### src/rtl/sent_pkg.sv
// Shared constants, FSM state encodings and the CRC4 lookup table for the SENT receiver.
package sent_pkg;

  localparam logic [7:0] SYNC_TICKS    = 8'd56;
  localparam logic [7:0] NIB_MIN_TICKS = 8'd12;
  localparam logic [7:0] NIB_MAX_TICKS = 8'd27;
  localparam logic [7:0] SAT_TICKS     = 8'd255;

  localparam logic [1:0] ST_HUNT   = 2'd0;
  localparam logic [1:0] ST_STATUS = 2'd1;
  localparam logic [1:0] ST_DATA   = 2'd2;
  localparam logic [1:0] ST_CRC    = 2'd3;

  function automatic logic [3:0] crc4_table(input logic [3:0] idx);
    case (idx)
      4'd0:  crc4_table = 4'd0;
      4'd1:  crc4_table = 4'd13;
      4'd2:  crc4_table = 4'd7;
      4'd3:  crc4_table = 4'd10;
      4'd4:  crc4_table = 4'd14;
      4'd5:  crc4_table = 4'd3;
      4'd6:  crc4_table = 4'd9;
      4'd7:  crc4_table = 4'd4;
      4'd8:  crc4_table = 4'd1;
      4'd9:  crc4_table = 4'd12;
      4'd10: crc4_table = 4'd6;
      4'd11: crc4_table = 4'd11;
      4'd12: crc4_table = 4'd15;
      4'd13: crc4_table = 4'd2;
      4'd14: crc4_table = 4'd8;
      4'd15: crc4_table = 4'd5;
    endcase
  endfunction

endpackage

### src/rtl/sent_crc4_nibble.sv
// One nibble-serial step of the SENT CRC4; augment applies the trailing zero-nibble step.
module sent_crc4_nibble
  import sent_pkg::*;
(
  input  logic [3:0] crc,
  input  logic [3:0] nibble,
  input  logic       augment,
  output logic [3:0] crc_next
);

  always_comb begin
    crc_next = crc4_table(crc);
    if (!augment) crc_next = crc_next ^ nibble;
  end

endmodule

### src/rtl/sent_rx_frame.sv
// SENT fast-channel receiver: measures fall-to-fall intervals in ticks, decodes
// sync/status/data/CRC nibbles and flags the frame as valid, CRC-bad or malformed.
module sent_rx_frame
  import sent_pkg::*;
#(
  parameter int         CLK_PER_TICK = 300,
  parameter int         DATA_NIBBLES = 6,
  parameter int         SYNC_TOL     = 1,
  parameter logic [3:0] CRC_SEED     = 4'b0101
) (
  input  logic                      clk,
  input  logic                      reset,
  input  logic                      sent_in,
  output logic                      frame_valid,
  output logic                      crc_err,
  output logic                      frame_err,
  output logic [3:0]                status,
  output logic [4*DATA_NIBBLES-1:0] data,
  output logic [3:0]                crc_rx
);

  localparam int              PW         = $clog2(CLK_PER_TICK);
  localparam logic [PW-1:0]   PRESC_HALF = PW'(CLK_PER_TICK / 2);
  localparam logic [PW-1:0]   PRESC_FULL = PW'(CLK_PER_TICK - 1);
  localparam logic [PW-1:0]   PRESC_ONE  = PW'(1);
  localparam logic [7:0]      SYNC_LO    = 8'(int'(SYNC_TICKS) - SYNC_TOL);
  localparam logic [7:0]      SYNC_HI    = 8'(int'(SYNC_TICKS) + SYNC_TOL);
  localparam logic [2:0]      LAST_IDX   = 3'(DATA_NIBBLES - 1);

  logic                      sync1, sync2, prev, fall;
  logic [PW-1:0]             presc;
  logic [7:0]                ticks, ticks_now;
  logic                      is_sync, is_nib;
  logic [3:0]                nib_val;
  logic [1:0]                state;
  logic [2:0]                idx;
  logic [3:0]                crc_q, crc_step, status_sh, crc_sh;
  logic [4*DATA_NIBBLES-1:0] data_sh;
  logic                      done;

  always_ff @(posedge clk) begin
    if (!reset) begin
      sync1 <= 1'b1;
      sync2 <= 1'b1;
      prev  <= 1'b1;
    end else begin
      sync1 <= sent_in;
      sync2 <= sync1;
      prev  <= sync2;
    end
  end

  assign fall = prev & ~sync2;

  // The half-tick preload makes the count at the next fall round to the nearest tick;
  // ticks_now includes the increment landing on the sampling edge itself.
  always_comb begin
    ticks_now = ticks;
    if (presc == PRESC_ONE && ticks != SAT_TICKS) ticks_now = ticks + 8'd1;
    is_sync = (ticks_now >= SYNC_LO) && (ticks_now <= SYNC_HI);
    is_nib  = (ticks_now >= NIB_MIN_TICKS) && (ticks_now <= NIB_MAX_TICKS);
    nib_val = 4'(ticks_now - NIB_MIN_TICKS);
  end

  always_ff @(posedge clk) begin
    if (!reset || fall) begin
      presc <= PRESC_HALF;
      ticks <= 8'd0;
    end else begin
      ticks <= ticks_now;
      presc <= (presc == '0) ? PRESC_FULL : presc - PRESC_ONE;
    end
  end

  sent_crc4_nibble u_crc (
    .crc      (crc_q),
    .nibble   (nib_val),
    .augment  (state == ST_CRC),
    .crc_next (crc_step)
  );

  // A sync seen mid-frame is reused as the start of the next frame.
  always_ff @(posedge clk) begin
    if (!reset) begin
      state     <= ST_HUNT;
      idx       <= 3'd0;
      crc_q     <= 4'd0;
      status_sh <= 4'd0;
      crc_sh    <= 4'd0;
      data_sh   <= '0;
      done      <= 1'b0;
      frame_err <= 1'b0;
    end else begin
      done      <= 1'b0;
      frame_err <= 1'b0;
      if (fall) begin
        if (state == ST_HUNT) begin
          if (is_sync) state <= ST_STATUS;
        end else if (is_sync) begin
          frame_err <= 1'b1;
          state     <= ST_STATUS;
        end else if (!is_nib) begin
          frame_err <= 1'b1;
          state     <= ST_HUNT;
        end else begin
          case (state)
            ST_STATUS: begin
              status_sh <= nib_val;
              idx       <= 3'd0;
              crc_q     <= CRC_SEED;
              state     <= ST_DATA;
            end
            ST_DATA: begin
              data_sh[4*(DATA_NIBBLES-1-int'(idx)) +: 4] <= nib_val;
              crc_q <= crc_step;
              idx   <= idx + 3'd1;
              if (idx == LAST_IDX) state <= ST_CRC;
            end
            default: begin
              crc_sh <= nib_val;
              crc_q  <= crc_step;
              done   <= 1'b1;
              state  <= ST_HUNT;
            end
          endcase
        end
      end else if (state != ST_HUNT && ticks == SAT_TICKS) begin
        frame_err <= 1'b1;
        state     <= ST_HUNT;
      end
    end
  end

  always_ff @(posedge clk) begin
    if (!reset) begin
      frame_valid <= 1'b0;
      crc_err     <= 1'b0;
      status      <= 4'd0;
      data        <= '0;
      crc_rx      <= 4'd0;
    end else begin
      frame_valid <= 1'b0;
      crc_err     <= 1'b0;
      if (done) begin
        status      <= status_sh;
        data        <= data_sh;
        crc_rx      <= crc_sh;
        frame_valid <= (crc_q == crc_sh);
        crc_err     <= (crc_q != crc_sh);
      end
    end
  end

endmodule

### config.mk
export PLATFORM = sky130hd
export DESIGN_NAME = sent_rx_frame
export DESIGN_NICKNAME = d
export VERILOG_FILES = /design/src/rtl/sent_pkg.sv /design/src/rtl/sent_crc4_nibble.sv /design/src/rtl/sent_rx_frame.sv
export SDC_FILE = /design/constraint.sdc
export NUM_CORES = 1
export LEC_CHECK = 0
export ABC_AREA = 1
export CAP_MARGIN = 30
export CORE_ASPECT_RATIO = 1.75
export CORE_UTILIZATION = 58
export CTS_CLUSTER_DIAMETER = 40
export DETAILED_ROUTE_END_ITERATION = 7
export GPL_TIMING_DRIVEN = 0
export HOLD_SLACK_MARGIN = 0.08
export PLACE_DENSITY = 0.79
export SLEW_MARGIN = 20
export SYNTH_ARGS = -nofsm -noshare
export SYNTH_HDL_FRONTEND = slang
export SYNTH_SLANG_ARGS = --single-unit
### constraint.sdc
create_clock -name clk -period 4.5 [get_ports clk]
set_clock_uncertainty 0.2 [all_clocks]
set_input_delay 1.35 -clock clk [delete_from_list [all_inputs] [get_ports clk]]
set_output_delay 1.35 -clock clk [all_outputs]
set_load 0.05 [all_outputs]
==> impl_metrics.csv <==
group,metric,value,unit
worst_setup_path,cp_max_fo,10,
clock_tree,cts.path.max_buffers,2,
clock_tree,htreeDepth,3,
clock_tree,numCtsBuffers,9,
global_routing,antenna_found_initial,0,
floorplan,coreArea,7910,um^2
synth,yosysSeqAreaShare,0.426,
worst_setup_path,arrival,4.19,ns
worst_setup_path,end_kind,"flip-flop",
sta,finalSetupViolations,0,
global_routing,grt_pass1_vias,4190,
floorplan,rows,43,
place,placed_cells,768,
route,routed_wl,11600,um
floorplan,initial_core_util,0.601,
route,via_count,4273,
synth,synth_edf_count,0,
place,place_ws,0.448,ns
route,wl_per_cell,14.8,um
pwr,irDropWorstVdd,0.284,mV
sta,period_needed,4.17,ns
clock_tree,path_clk_slew,0.06,ns
synth,syn_avg_cell_area,7.41,um^2
floorplan,dieHeight,122,um
run,cap_violations,0,
synth,synth_flop_cell,"dfxtp_1",
synth,ys_types,33,
synth,synth_top_cell_by_area,"dfxtp_1",
sta,fmax,0.240,GHz
floorplan,die_x,70.4,um
clock_tree,cts_hold_buf,0,
global_routing,grt_overflow,0,
clock_tree,clk_latency,0.34,ns
layout,fillCellCount,671,
sta,hold_viol,0,
pwr,design_power_total,1.70,mW
global_routing,grt_max_degree,16,
synth,netlist_top_cells_count,"101 x dfxtp_1, 92 x nand2_1, 88 x nor2_1",
route,drc_errors,0,
synth,yosysWarnings,0,
sta,rsz0062_at_grt,"no",
worst_setup_path,path_class,"reg -> reg",
sta,setup_ws,0.330,ns
clock_tree,clockRootBuffer,"clkbuf_16",
route,via_per_inst,5.46,
sta,tns,0,ns
sta,slew_violations,0,
pwr,leakage,2.34,nW
synth,synthCells,641,
global_routing,track_usage,0.283,
sta,worst_pin_slew,0.960,ns
clock_tree,cts_setup_buffers,0,
place,place_area,5230,um^2
floorplan,dieArea,8570,um^2
clock_tree,cts_tree,"done",
place,port_buffers,37,
worst_setup_path,worst_ep_required_time,4.52,ns
global_routing,grt_pass1_wl,19100,um
pwr,p_seq_frac,0.530,
layout,layout.nets,711,
synth,yosys_register_bits,101,
route,drtPass1Iterations,4,
synth,yosys.cell_count.top_type,"dfxtp_1",
layout,layout.cells.non_filler,783,
worst_setup_path,startpoint_type,"flip-flop",
synth,synth_top_cell_area_share,0.426,
synth,synth_area_leaders,"dfxtp_1 43%, nand2_1 7.3%, nor2_1 7.0%",
pwr,p_switching,349,uW
synth,syn_area,4750,um^2
layout,area_delta_synth_final,16.3,%
layout,drive_gt1_frac,0.0693,
clock_tree,cts_sinks,101,
route,drtIter0Drc,306,
run_status,status,"complete, no violations",
layout,finalInstanceArea,5530,um^2
worst_hold_path,hold_class,"reg -> reg",
pwr,power_frac_clock,0.444,
sta,min_period_over_period,0.927,
synth,synth_nets,663,
pwr,combPwrFrac,0.027,
floorplan,io_pins,38,
layout,antenna_cells,0,
place,gp_congestion,0.946,
pwr,powerDensity,308,nW/um^2
route,final_antenna_net_count,0,
synth,synthArstFlopShare,0,
clock_tree,post_cts_resized,0,
place,dpl.hpwl,8640,um
pwr,switching_share,0.205,
sta,slew_headroom,0.354,
pwr,internal_power,1.35,mW
## flip-flops by register name, summed over array words and instances, names as in the netlist, 2 cells and up, named ones only
signal	count
crc_q	4
state	2
status_sh	4
presc	9
data	24
ticks	8
data_sh	24
idx	3
crc_rx	4
crc_sh	4
status	4
## critical path, stage by stage (launching register included)
cell and delay [ns]:
dfxtp_1 0.38, ha_1 0.23, nand2_2 0.08, nor2_4 0.12, nand3_4 0.12, nand2_2 0.15
inv_1 0.05, nand2_1 0.07, xor2_1 0.58, inv_1 0.32, ha_1 0.32, nand3_1 0.09
nor2_1 0.09, nor3_4 0.35, nand2_4 0.14, buf_6 0.18, nor2_4 0.15, inv_1 0.10
o21ai_0 0.25, a21oi_1 0.07
## cell type report
type                       instances  area (um^2)  area share
multi-input combinational        446         2350       0.426
sequential                       101         2020       0.366
timing repair buffer              37          370      0.0670
inverter                          68          255      0.0462
clock buffer                      11          243      0.0439
buffer                            26          120      0.0217
tap                               90          113      0.0204
clock inverter                     4         48.8     0.00883
## cells by family after synthesis
kind of cell               Yosys count  synth area share
xor gates and xnor gates            11            0.0203
DFF                                101             0.426
and+or+nand+nor                    305             0.305
buffers and inverters               94            0.0790
AOI/OAI and AO/OA                  111             0.118
adders and majority gates           19            0.0516
## metal layers
| metal | global-route usage | vias up | routed length (um) |
|---|---|---|---|
| li1 | - | 2187 | - |
| met1 | 0.311 | 1979 | 4780 |
| met2 | 0.510 | 84 | 5980 |
| met3 | 0.0505 | 23 | 437 |
| met4 | 0.149 | 0 | 387 |
| met5 | 0 | - | 0 |
## path summary, 6_finish.rpt
| check | to | start | slack (ns) | depth (start not counted) |
|---|---|---|---|---|
| setup / recovery | status_sh[1] | ticks[0] | 0.33 | 19 |
| hold / removal | sync2 | sync1 | 0.23 | 1 |
| setup reg to reg | status_sh[1] | ticks[0] | 0.33 | 19 |
| hold reg to reg | sync2 | sync1 | 0.23 | 1 |
## cells in the final DEF (no fill, tap or decap), drive strengths merged
master | synthesis | final
a2111oi | 1 | 1
a21oi | 53 | 53
a31oi | 2 | 2
and3 | 1 | 1
buf | 4 | 4
bufinv | 0 | 1
clkbuf | 22 | 33
clkdlybuf4s50 | 0 | 37
clkinv | 1 | 4
dfxtp | 101 | 101
fa | 1 | 1
ha | 18 | 18
inv | 67 | 67
nand2 | 104 | 104
nand3 | 62 | 62
nand4 | 5 | 5
nor2 | 97 | 97
nor3 | 18 | 18
nor3b | 1 | 1
nor4 | 13 | 13
o21ai | 55 | 55
or2 | 4 | 4
xnor2 | 6 | 6
xor2 | 5 | 5
## stage by stage
stage	hold WS, ns	utilization
global route	0.245	0.699
floorplan	0.192	-
CTS	0.234	0.699
finish	0.232	0.699
global placement	0.197	0.662
detailed placement	0.205	0.662
## power groups by stage
stage	Sequential (mW)	Combinational (mW)	Clock (mW)
4_1_cts	0.903	0.0454	0.766
5_1_grt	0.902	0.0504	0.799
3_3_place_gp	0.923	0.0432	0
6_report	0.903	0.0455	0.756
2_1_floorplan	0.922	0.0310	0
3_5_place_dp	0.923	0.0447	0
(Power assumes the default switching activity.)
